==> src/rtl/lc3_pkg.sv <==
// lc3_pkg: shared definitions for the LC-3 controller slice.
//   - opcode values (IR[15:12])
//   - controller state encoding
//   - fault codes reported on lc3_controller.fault
//   - TRAP vector that stops the core
package lc3_pkg;

   localparam logic [3:0] OP_BR   = 4'h0;
   localparam logic [3:0] OP_ADD  = 4'h1;
   localparam logic [3:0] OP_LD   = 4'h2;
   localparam logic [3:0] OP_ST   = 4'h3;
   localparam logic [3:0] OP_JSR  = 4'h4;
   localparam logic [3:0] OP_AND  = 4'h5;
   localparam logic [3:0] OP_LDR  = 4'h6;
   localparam logic [3:0] OP_STR  = 4'h7;
   localparam logic [3:0] OP_RTI  = 4'h8;
   localparam logic [3:0] OP_NOT  = 4'h9;
   localparam logic [3:0] OP_LDI  = 4'hA;
   localparam logic [3:0] OP_STI  = 4'hB;
   localparam logic [3:0] OP_JMP  = 4'hC;
   localparam logic [3:0] OP_RES  = 4'hD;
   localparam logic [3:0] OP_LEA  = 4'hE;
   localparam logic [3:0] OP_TRAP = 4'hF;

   typedef enum logic [3:0] {
      S_IDLE,
      S_FETCH,
      S_DECODE,
      S_EXEC,
      S_MEM1,
      S_MEM2,
      S_WB,
      S_PC_UPD,
      S_HALT
   } state_t;

   localparam logic [1:0] FAULT_NONE    = 2'd0;
   localparam logic [1:0] FAULT_ILLEGAL = 2'd1;
   localparam logic [1:0] FAULT_BUS     = 2'd2;

   localparam logic [7:0] TRAP_HALT = 8'h25;

endpackage

==> src/rtl/lc3_op_class.sv <==
// lc3_op_class: combinational opcode classifier.
//   opcode      in  : IR[15:12]
//   is_mem      out : instruction performs a data memory access
//   is_store    out : final data access is a write
//   is_indirect out : LDI/STI, two data accesses (pointer read first)
//   writes_reg  out : register file written in WB
//   sets_cc     out : NZP updated in WB
//   is_illegal  out : RTI or reserved opcode
module lc3_op_class
   import lc3_pkg::*;
(
   input  logic [3:0] opcode,
   output logic       is_mem,
   output logic       is_store,
   output logic       is_indirect,
   output logic       writes_reg,
   output logic       sets_cc,
   output logic       is_illegal
);

   always_comb begin
      is_mem      = 1'b0;
      is_store    = 1'b0;
      is_indirect = 1'b0;
      writes_reg  = 1'b0;
      sets_cc     = 1'b0;
      is_illegal  = 1'b0;
      case (opcode)
         OP_ADD, OP_AND, OP_NOT: begin
            writes_reg = 1'b1;
            sets_cc    = 1'b1;
         end
         OP_LD, OP_LDR: begin
            is_mem     = 1'b1;
            writes_reg = 1'b1;
            sets_cc    = 1'b1;
         end
         OP_LDI: begin
            is_mem      = 1'b1;
            is_indirect = 1'b1;
            writes_reg  = 1'b1;
            sets_cc     = 1'b1;
         end
         OP_ST, OP_STR: begin
            is_mem   = 1'b1;
            is_store = 1'b1;
         end
         OP_STI: begin
            is_mem      = 1'b1;
            is_store    = 1'b1;
            is_indirect = 1'b1;
         end
         OP_LEA, OP_JSR, OP_TRAP: writes_reg = 1'b1;
         OP_RTI, OP_RES:          is_illegal = 1'b1;
         default: ;
      endcase
   end

endmodule

==> src/rtl/lc3_controller.sv <==
// lc3_controller: multi-cycle LC-3 sequencer and memory-port owner.
//   clk, rst (async, active high), run (level: allow next instruction)
//   instr_in, mem_rdy          : memory read data / handshake
//   mem_req, mem_we, mem_sel   : memory port control (sel 0 = PC, 1 = data)
//   fetch_start, opcode_out    : one-cycle pulse + opcode to the fetch unit
//   ir                         : instruction register
//   alu_en, reg_we, cc_we      : datapath strobes
//   halted, fault              : stop indication (fault 0 none, 1 illegal, 2 bus)
//   instr_count                : retired instruction count (wraps)
// All outputs depend on registered state only.
module lc3_controller
   import lc3_pkg::*;
#(
   parameter int unsigned MEM_WAIT_MAX = 15
) (
   input  logic        clk,
   input  logic        rst,
   input  logic        run,
   input  logic [15:0] instr_in,
   input  logic        mem_rdy,
   output logic        fetch_start,
   output logic [3:0]  opcode_out,
   output logic [15:0] ir,
   output logic        mem_req,
   output logic        mem_we,
   output logic        mem_sel,
   output logic        alu_en,
   output logic        reg_we,
   output logic        cc_we,
   output logic        halted,
   output logic [1:0]  fault,
   output logic [15:0] instr_count
);

   localparam int unsigned WW = $clog2(MEM_WAIT_MAX + 1);

   state_t        state, state_nx;
   logic [1:0]    fault_nx;
   logic [WW-1:0] wait_cnt;
   logic          access;
   logic          timeout;
   logic          is_mem, is_store, is_indirect, writes_reg, sets_cc, is_illegal;

   lc3_op_class u_op_class (
      .opcode      (ir[15:12]),
      .is_mem      (is_mem),
      .is_store    (is_store),
      .is_indirect (is_indirect),
      .writes_reg  (writes_reg),
      .sets_cc     (sets_cc),
      .is_illegal  (is_illegal)
   );

   assign access     = (state == S_FETCH) || (state == S_MEM1) || (state == S_MEM2);
   // Fires on the MEM_WAIT_MAX-th consecutive not-ready cycle of one access.
   assign timeout    = access && !mem_rdy && (wait_cnt == WW'(MEM_WAIT_MAX - 1));
   assign opcode_out = ir[15:12];

   always_comb begin
      state_nx    = state;
      fault_nx    = fault;
      mem_req     = access;
      mem_sel     = (state == S_MEM1) || (state == S_MEM2);
      mem_we      = ((state == S_MEM1) && is_store && !is_indirect) ||
                    ((state == S_MEM2) && is_store);
      alu_en      = (state == S_EXEC);
      reg_we      = (state == S_WB) && writes_reg;
      cc_we       = (state == S_WB) && sets_cc;
      fetch_start = (state == S_PC_UPD);
      halted      = (state == S_HALT);
      case (state)
         S_IDLE:   if (run) state_nx = S_FETCH;
         S_FETCH: begin
            if (mem_rdy) begin
               state_nx = S_DECODE;
            end else if (timeout) begin
               state_nx = S_HALT;
               fault_nx = FAULT_BUS;
            end
         end
         S_DECODE: begin
            if (is_illegal) begin
               state_nx = S_HALT;
               fault_nx = FAULT_ILLEGAL;
            end else if ((ir[15:12] == OP_TRAP) && (ir[7:0] == TRAP_HALT)) begin
               state_nx = S_HALT;
            end else begin
               state_nx = S_EXEC;
            end
         end
         S_EXEC:   state_nx = is_mem ? S_MEM1 : S_WB;
         S_MEM1: begin
            if (mem_rdy) begin
               state_nx = is_indirect ? S_MEM2 : S_WB;
            end else if (timeout) begin
               state_nx = S_HALT;
               fault_nx = FAULT_BUS;
            end
         end
         S_MEM2: begin
            if (mem_rdy) begin
               state_nx = S_WB;
            end else if (timeout) begin
               state_nx = S_HALT;
               fault_nx = FAULT_BUS;
            end
         end
         S_WB:     state_nx = S_PC_UPD;
         S_PC_UPD: state_nx = run ? S_FETCH : S_IDLE;
         S_HALT:   state_nx = S_HALT;
         default:  state_nx = S_IDLE;
      endcase
   end

   always_ff @(posedge clk or posedge rst) begin
      if (rst) begin
         state       <= S_IDLE;
         fault       <= FAULT_NONE;
         ir          <= '0;
         wait_cnt    <= '0;
         instr_count <= '0;
      end else begin
         state <= state_nx;
         fault <= fault_nx;
         if ((state == S_FETCH) && mem_rdy)
            ir <= instr_in;
         if (access && !mem_rdy)
            wait_cnt <= wait_cnt + 1'b1;
         else
            wait_cnt <= '0;
         if (state == S_PC_UPD)
            instr_count <= instr_count + 16'd1;
      end
   end

endmodule
==> config.mk <==
export PLATFORM = sky130hd
export DESIGN_NAME = lc3_controller
export DESIGN_NICKNAME = d
export VERILOG_FILES = /design/src/rtl/lc3_pkg.sv /design/src/rtl/lc3_op_class.sv /design/src/rtl/lc3_controller.sv
export SDC_FILE = /design/constraint.sdc
export NUM_CORES = 1
export LEC_CHECK = 0
export BUFFER_PORTS_ARGS = -buffer_cell sky130_fd_sc_hd__buf_2
export CORE_AREA = 3 3 72 74
export CTS_CLUSTER_SIZE = 30
export DETAILED_ROUTE_END_ITERATION = 10
export DIE_AREA = 0 0 75 77
export GPL_ROUTABILITY_DRIVEN = 0
export GPL_TIMING_DRIVEN = 0
export PLACE_DENSITY = 0.69
export SKIP_CTS_REPAIR_TIMING = 1
export SLEW_MARGIN = 20
export SYNTH_ARGS = -nofsm -noshare
export SYNTH_HDL_FRONTEND = slang
export SYNTH_SLANG_ARGS = --single-unit
export TNS_END_PERCENT = 100
==> constraint.sdc <==
create_clock -name clk -period 3.3 [get_ports clk]
set_clock_uncertainty 0.05 [all_clocks]
set_input_delay 0.165 -clock clk [delete_from_list [all_inputs] [get_ports clk]]
set_output_delay 0.165 -clock clk [all_outputs]
set_load 0.01 [all_outputs]
==> flow_summary_export.csv, run 1 <==
group,metric,value,unit
floorplanning,ios,66,
logic_synthesis,syn_avg_cell_area,11.5,µm²
clocking,path_clk_slew,0.07,ns
logic_synthesis,ys_types,36,
logic_synthesis,netlist_area,1990,µm²
logic_synthesis,ys_async_sr_fraction,1.00,
floorplanning,die_w,75,µm
finish,syn_to_final_growth,27.0,%
floorplanning,initial_core_util,0.426,
logic_synthesis,syn_inst,173,
global_route,grtUsageTotal,0.155,
timing,grt_setup_unrepaired,"no",
power_and_ir_drop,power.leakage,1.33,nW
placed_design,pre_cts_slack,1.35,ns
hold_path,hold_depth,2,
logic_synthesis,syn_nets,196,
status,status,"finished clean",
route,wl,4.13,mm
route,dr.first_iter.drc_count,73,
hold_path,holdPathEnd,"ir[1]",
finish,fin_nets,270,
timing,finalSetupTns,0,ns
finish,diodes,0,
clocking,numCtsBuffers,5,
floorplanning,core_area,4660,µm²
clocking,clkSinkCount,42,
global_route,grt_pass1_vias,1449,
timing,finalCritPeriodShare,0.599,
floorplanning,die-area,5780,µm²
global_route,antenna_found_initial,0,
worst_setup_path,critical_path.max_stage_delay,0.54,ns
worst_setup_path,required,3.40,ns
placed_design,dp_hpwl,3.11,mm
timing,maxSlewHeadroom,0.562,
timing,final-setup-viol-count,0,
worst_setup_path,cp_max_fo,3,
route,drc,0,
logic_synthesis,synthFlopType,"dfrtp_1",
route,drtAntennaViolNets,0,
run,drv_cap,0,
timing,tightest_slew,0.648,ns
global_route,grt_pass1_wl,6.98,mm
logic_synthesis,yosysWarningCount,0,
worst_setup_path,reg2reg_to,"state[1]",
worst_setup_path,cp-end-kind,"register",
timing,maxSlewViolCount,0,
timing,setup_slack,1.32,ns
floorplanning,die_y,77,µm
worst_setup_path,worstPathArrival,2.08,ns
clocking,clk_latency,0.28,ns
global_route,grt_overflow,0,
clocking,htree_num_levels,2,
worst_setup_path,crit_chain,"or4b_1 > or4_4 > a31oi_2 > o211ai_1",
route,drt_pass1_iterations,4,
power_and_ir_drop,peakVddDrop,0.451,mV
logic_synthesis,synth_edf_count,0,
power_and_ir_drop,power,2.05,mW
route,viasPerCell,4.97,
clocking,root_buffer,"clkbuf_8",
route,wl_per_cell,13.7,µm
power_and_ir_drop,power.density,812,nW/µm²
worst_setup_path,reg2reg_depth,4,
logic_synthesis,synth_seq_cells,42,
worst_setup_path,reg2reg_slack,1.32,ns
timing,hold_violations,0,
route,via_count,1495,
clocking,clockBufferDepth,2,
worst_setup_path,cp_slowest_cell,"or4b_1",
hold_path,hp-class,"input port to register",
logic_synthesis,ys_seq_area_frac,0.529,
hold_path,worstHoldStart,"instr_in[1]",
timing,period_minus_slack,1.98,ns
worst_setup_path,crit_type,"register to register",
timing,fmax,506,MHz
global_route,grt_start_max_net_pins,35,
worst_setup_path,startpoint_type,"register",
floorplanning,rows,25,
placed_design,numPortBuffers,65,
clocking,cts_tree,"yes",
finish,drive_gt1_frac,0.421,
worst_setup_path,crit-reg2reg-launch,"ir[1]",
==> where the power goes <==
part	switching [mW]	leakage, nW	internal [mW]
sequential	0.139	0.538	0.678
combinational	0.417	0.730	0.410
clock	0.163	0.0573	0.242
total	0.720	1.33	1.33
==> cells in the final DEF (no fill, tap or decap), types with 2 or more instances in the layout <==
cell type	Yosys	routed
a21o_1	2	2
nand4_1	2	2
nor3_1	4	4
nand4b_1	2	2
nor2_1	10	10
ha_1	3	3
nand2_1	14	14
buf_4	4	4
a21oi_1	3	3
xor2_1	7	7
nand3_1	8	8
and4_1	4	4
clkbuf_1	2	2
dfrtp_1	42	42
buf_2	5	70
a211o_1	2	2
and3_1	4	4
o211ai_1	2	2
clkbuf_8	0	6
xnor2_1	11	11
and2_1	2	2
mux2_2	18	18
nand2b_1	2	2
inv_1	7	6
==> how the worst max path moves through the flow <==
| stage | start | end | slack [ns] |
|---|---|---|---|
| after detailed placement | ir[1] | state[0] | 1.35 |
| after global placement | ir[1] | state[0] | 1.35 |
| after CTS | ir[1] | state[1] | 1.32 |
| after floorplan | ir[1] | state[1] | 1.42 |
| final | ir[1] | state[1] | 1.32 |
| after global routing | state[3] | ir[11] | 1.25 |
==> layout make-up <==
| cell class | count | area (µm²) |
|---|---|---|
| fillers | 421 | 2140 |
| clock inverters | 1 | 30.0 |
| flip-flops and latches | 42 | 1050 |
| well taps | 54 | 67.6 |
| repair buffers | 67 | 355 |
| plain buffers | 11 | 62.6 |
| clock buffers | 6 | 82.6 |
| inverters | 7 | 26.3 |
| multi-input cells | 113 | 847 |
==> Yosys cell counts (3+ instances only) <==
cell type | n | area (µm²)
ha_1 | 3 | 37.5
buf_4 | 4 | 30.0
inv_1 | 7 | 26.3
mux2_2 | 18 | 203
a21oi_1 | 3 | 15.0
buf_2 | 5 | 25.0
nor2_1 | 10 | 37.5
nand3_1 | 8 | 40.0
xor2_1 | 7 | 61.3
and3_1 | 4 | 25.0
xnor2_1 | 11 | 96.3
nor3_1 | 4 | 20.0
and4_1 | 4 | 35.0
dfrtp_1 | 42 | 1050
nand2_1 | 14 | 52.6
==> registers in the layout, summed over array words and instances (netlist names) <==
name,count
instr_count,16
ir,16
state,4
wait_cnt,4
fault,2
==> through the flow <==
step / cell area (µm²) / hold WS, ns / std cells / util
CTS: 2510 / -0.265 / 300 / 0.539
finish: 2520 / 0.0601 / 301 / 0.541
global route: 2520 / 0.0518 / 301 / 0.541
global placement: 2380 / 0.348 / 292 / 0.511
floorplan: 1990 / 0.266 / 173 / -
detailed placement: 2400 / 0.0460 / 293 / 0.515
==> layer usage <==
| metal | wire [µm] | track usage | vias to the layer above |
|---|---|---|---|
| met2 | 2080 | 0.241 | 33 |
| met4 | 28 | 0.0427 | 0 |
| met3 | 196 | 0.0380 | 2 |
| met5 | 0 | 0 | - |
| li1 | - | - | 745 |
| met1 | 1830 | 0.214 | 715 |
==> kinds of logic after synthesis <==
logic type                 Yosys count  share of synthesized area
and+or+nand+nor                     60                      0.172
AOI/OAI and AO/OA                   14                     0.0542
muxes                               18                      0.102
xor gates and xnor gates            18                     0.0793
buffers and inverters               18                     0.0447
DFF                                 42                      0.529
adders and majority gates            3                     0.0189
==> critical path, delay by kind of cell, from the launching register on <==
kind / cells / cell delay, ns
and+or+nand+nor: 2 / 1.05
DFF: 1 / 0.39
AOI/OAI and AO/OA: 2 / 0.34
(Power assumes the default switching activity.)
==> run 2: changes to the inputs <==
- clock period: 3.3 -> 2 ns (I/O delays scaled with it)
==> flow_summary_export.csv, run 2 (same netlist as run 1, synthesis figures left out) <==
group,metric,value,unit
status,status,"finished with violations",
status,violations,"hold timing",
floorplanning,rows,25,
global_route,grt_pass1_wl,6.98,mm
worst_setup_path,cp-end-kind,"register",
global_route,grt_overflow,0,
worst_setup_path,critical_path.max_stage_delay,0.53,ns
floorplanning,die_y,77,µm
timing,finalSetupTns,0,ns
timing,holdWs,-0.000282,ns
clocking,clk_latency,0.28,ns
hold_path,hp-class,"input port to register",
worst_setup_path,reg2reg_to,"state[1]",
floorplanning,die_w,75,µm
finish,reg.largest.list,"instr_count (16), ir (16)",
worst_setup_path,reg2reg_slack,0.08,ns
timing,fmax,520,MHz
worst_setup_path,cp_slowest_cell,"or4b_1",
finish,layout_common_cells,"70 x buf_2, 42 x dfrtp_1, 18 x mux2_2, 14 x nand2_1, 11 x xnor2_1",
global_route,grtUsageTotal,0.155,
timing,hold_violations,1,
route,drtAntennaViolNets,0,
timing,grt_setup_unrepaired,"no",
worst_setup_path,reg2reg_depth,4,
finish,multi_input_area,856,µm²
floorplanning,ios,66,
clocking,clockBufferDepth,2,
floorplanning,core_area,4660,µm²
finish,drive_gt1_frac,0.417,
route,drc,0,
worst_setup_path,cp-endpoint,"state[1]",
power_and_ir_drop,peakVddDrop,0.818,mV
finish,ff_latch_area,1050,µm²
clocking,numCtsBuffers,5,
global_route,grt_pass1_vias,1449,
placed_design,numPortBuffers,65,
floorplanning,initial_core_util,0.426,
finish,final_common_cell,"buf_2",
power_and_ir_drop,power.density,1310,nW/µm²
worst_setup_path,required,2.10,ns
clocking,root_buffer,"clkbuf_8",
finish,layout.cells.non_filler,313,
route,wl_per_cell,13.6,µm
power_and_ir_drop,power.leakage,1.38,nW
clocking,htree_num_levels,2,
worst_setup_path,crit_chain,"or4b_1 > or4_4 > a31oi_4 > o211ai_1",
timing,finalCritPeriodShare,0.961,
global_route,grt_start_max_net_pins,35,
clocking,path_clk_slew,0.08,ns
floorplanning,die-area,5780,µm²
timing,period_minus_slack,1.92,ns
clocking,cts_tree,"yes",
power_and_ir_drop,power,3.45,mW
clocking,clkSinkCount,42,
route,dr.first_iter.drc_count,97,
worst_setup_path,crit_start,"ir[6]",
finish,diodes,0,
route,viasPerCell,4.90,
finish,syn_to_final_growth,32.9,%
global_route,antenna_found_initial,0,
route,drt_pass1_iterations,4,
worst_setup_path,crit-reg2reg-launch,"ir[6]",
worst_setup_path,cp_max_fo,3,
finish,fin_nets,282,
run,drv_cap,0,
route,via_count,1533,
timing,final-setup-viol-count,0,
finish,n_fill_cell,406,
finish,utilization,0.567,
worst_setup_path,crit_type,"register to register",
worst_setup_path,worstPathArrival,2.03,ns
placed_design,dp_hpwl,3.11,mm
timing,tightest_slew,0.822,ns
worst_setup_path,startpoint_type,"register",
timing,maxSlewHeadroom,0.444,
route,wl,4.27,mm
timing,maxSlewViolCount,0,
placed_design,dp.cells,293,
run 2: worst min path at each step:
stage / start / endpoint / slack [ns] / cells after the start
CTS: rst / instr_count[5] / -0.33 / 2
floorplan: instr_in[0] / ir[0] / 0.20 / 1
detailed placement: rst / instr_count[15] / -0.02 / 2
finish: instr_in[2] / ir[2] / -0.0003 / 2
global placement: instr_in[15] / ir[15] / 0.28 / 2
global route: instr_in[2] / ir[2] / 0.002 / 2
run 2: area by class of cell:
class,count,area share
tap,54,0.0256
clock buffer,6,0.0313
inverter,7,0.00995
clock inverter,1,0.0114
timing repair buffer,79,0.176
buffer,11,0.0237
sequential,42,0.398
multi-input combinational,113,0.324
run 2: critical path: cells and delay by family, from the launching register on:
family | cells | cell delay, ns
AND/OR/NAND/NOR | 2 | 1.06
flip-flops | 1 | 0.41
AO/OA/AOI/OAI | 2 | 0.28
run 2: metrics by stage:
stage / cell area, µm² / setup slack [ns]
final: 2640 / 0.0786
after global routing: 2640 / 0.0293
after CTS: 2510 / 0.0176
after detailed placement: 2400 / 0.0546
after global placement: 2380 / 0.0535
after floorplan: 1990 / 0.124
run 2: report_power, final:
part | switching (mW) | internal, mW
Sequential | 0.233 | 1.12
Combinational | 0.707 | 0.724
Clock | 0.269 | 0.399
Total | 1.21 | 2.24
run 2: routing by layer:
| layer | vias up | share of wire | GRT usage | wire (µm) |
|---|---|---|---|---|
| met5 | - | 0 | 0 | 0 |
| met4 | 0 | 0.0082 | 0.0427 | 35 |
| met3 | 2 | 0.044 | 0.0380 | 187 |
| met2 | 32 | 0.50 | 0.241 | 2150 |
| met1 | 729 | 0.44 | 0.214 | 1900 |
| li1 | 770 | - | - | - |
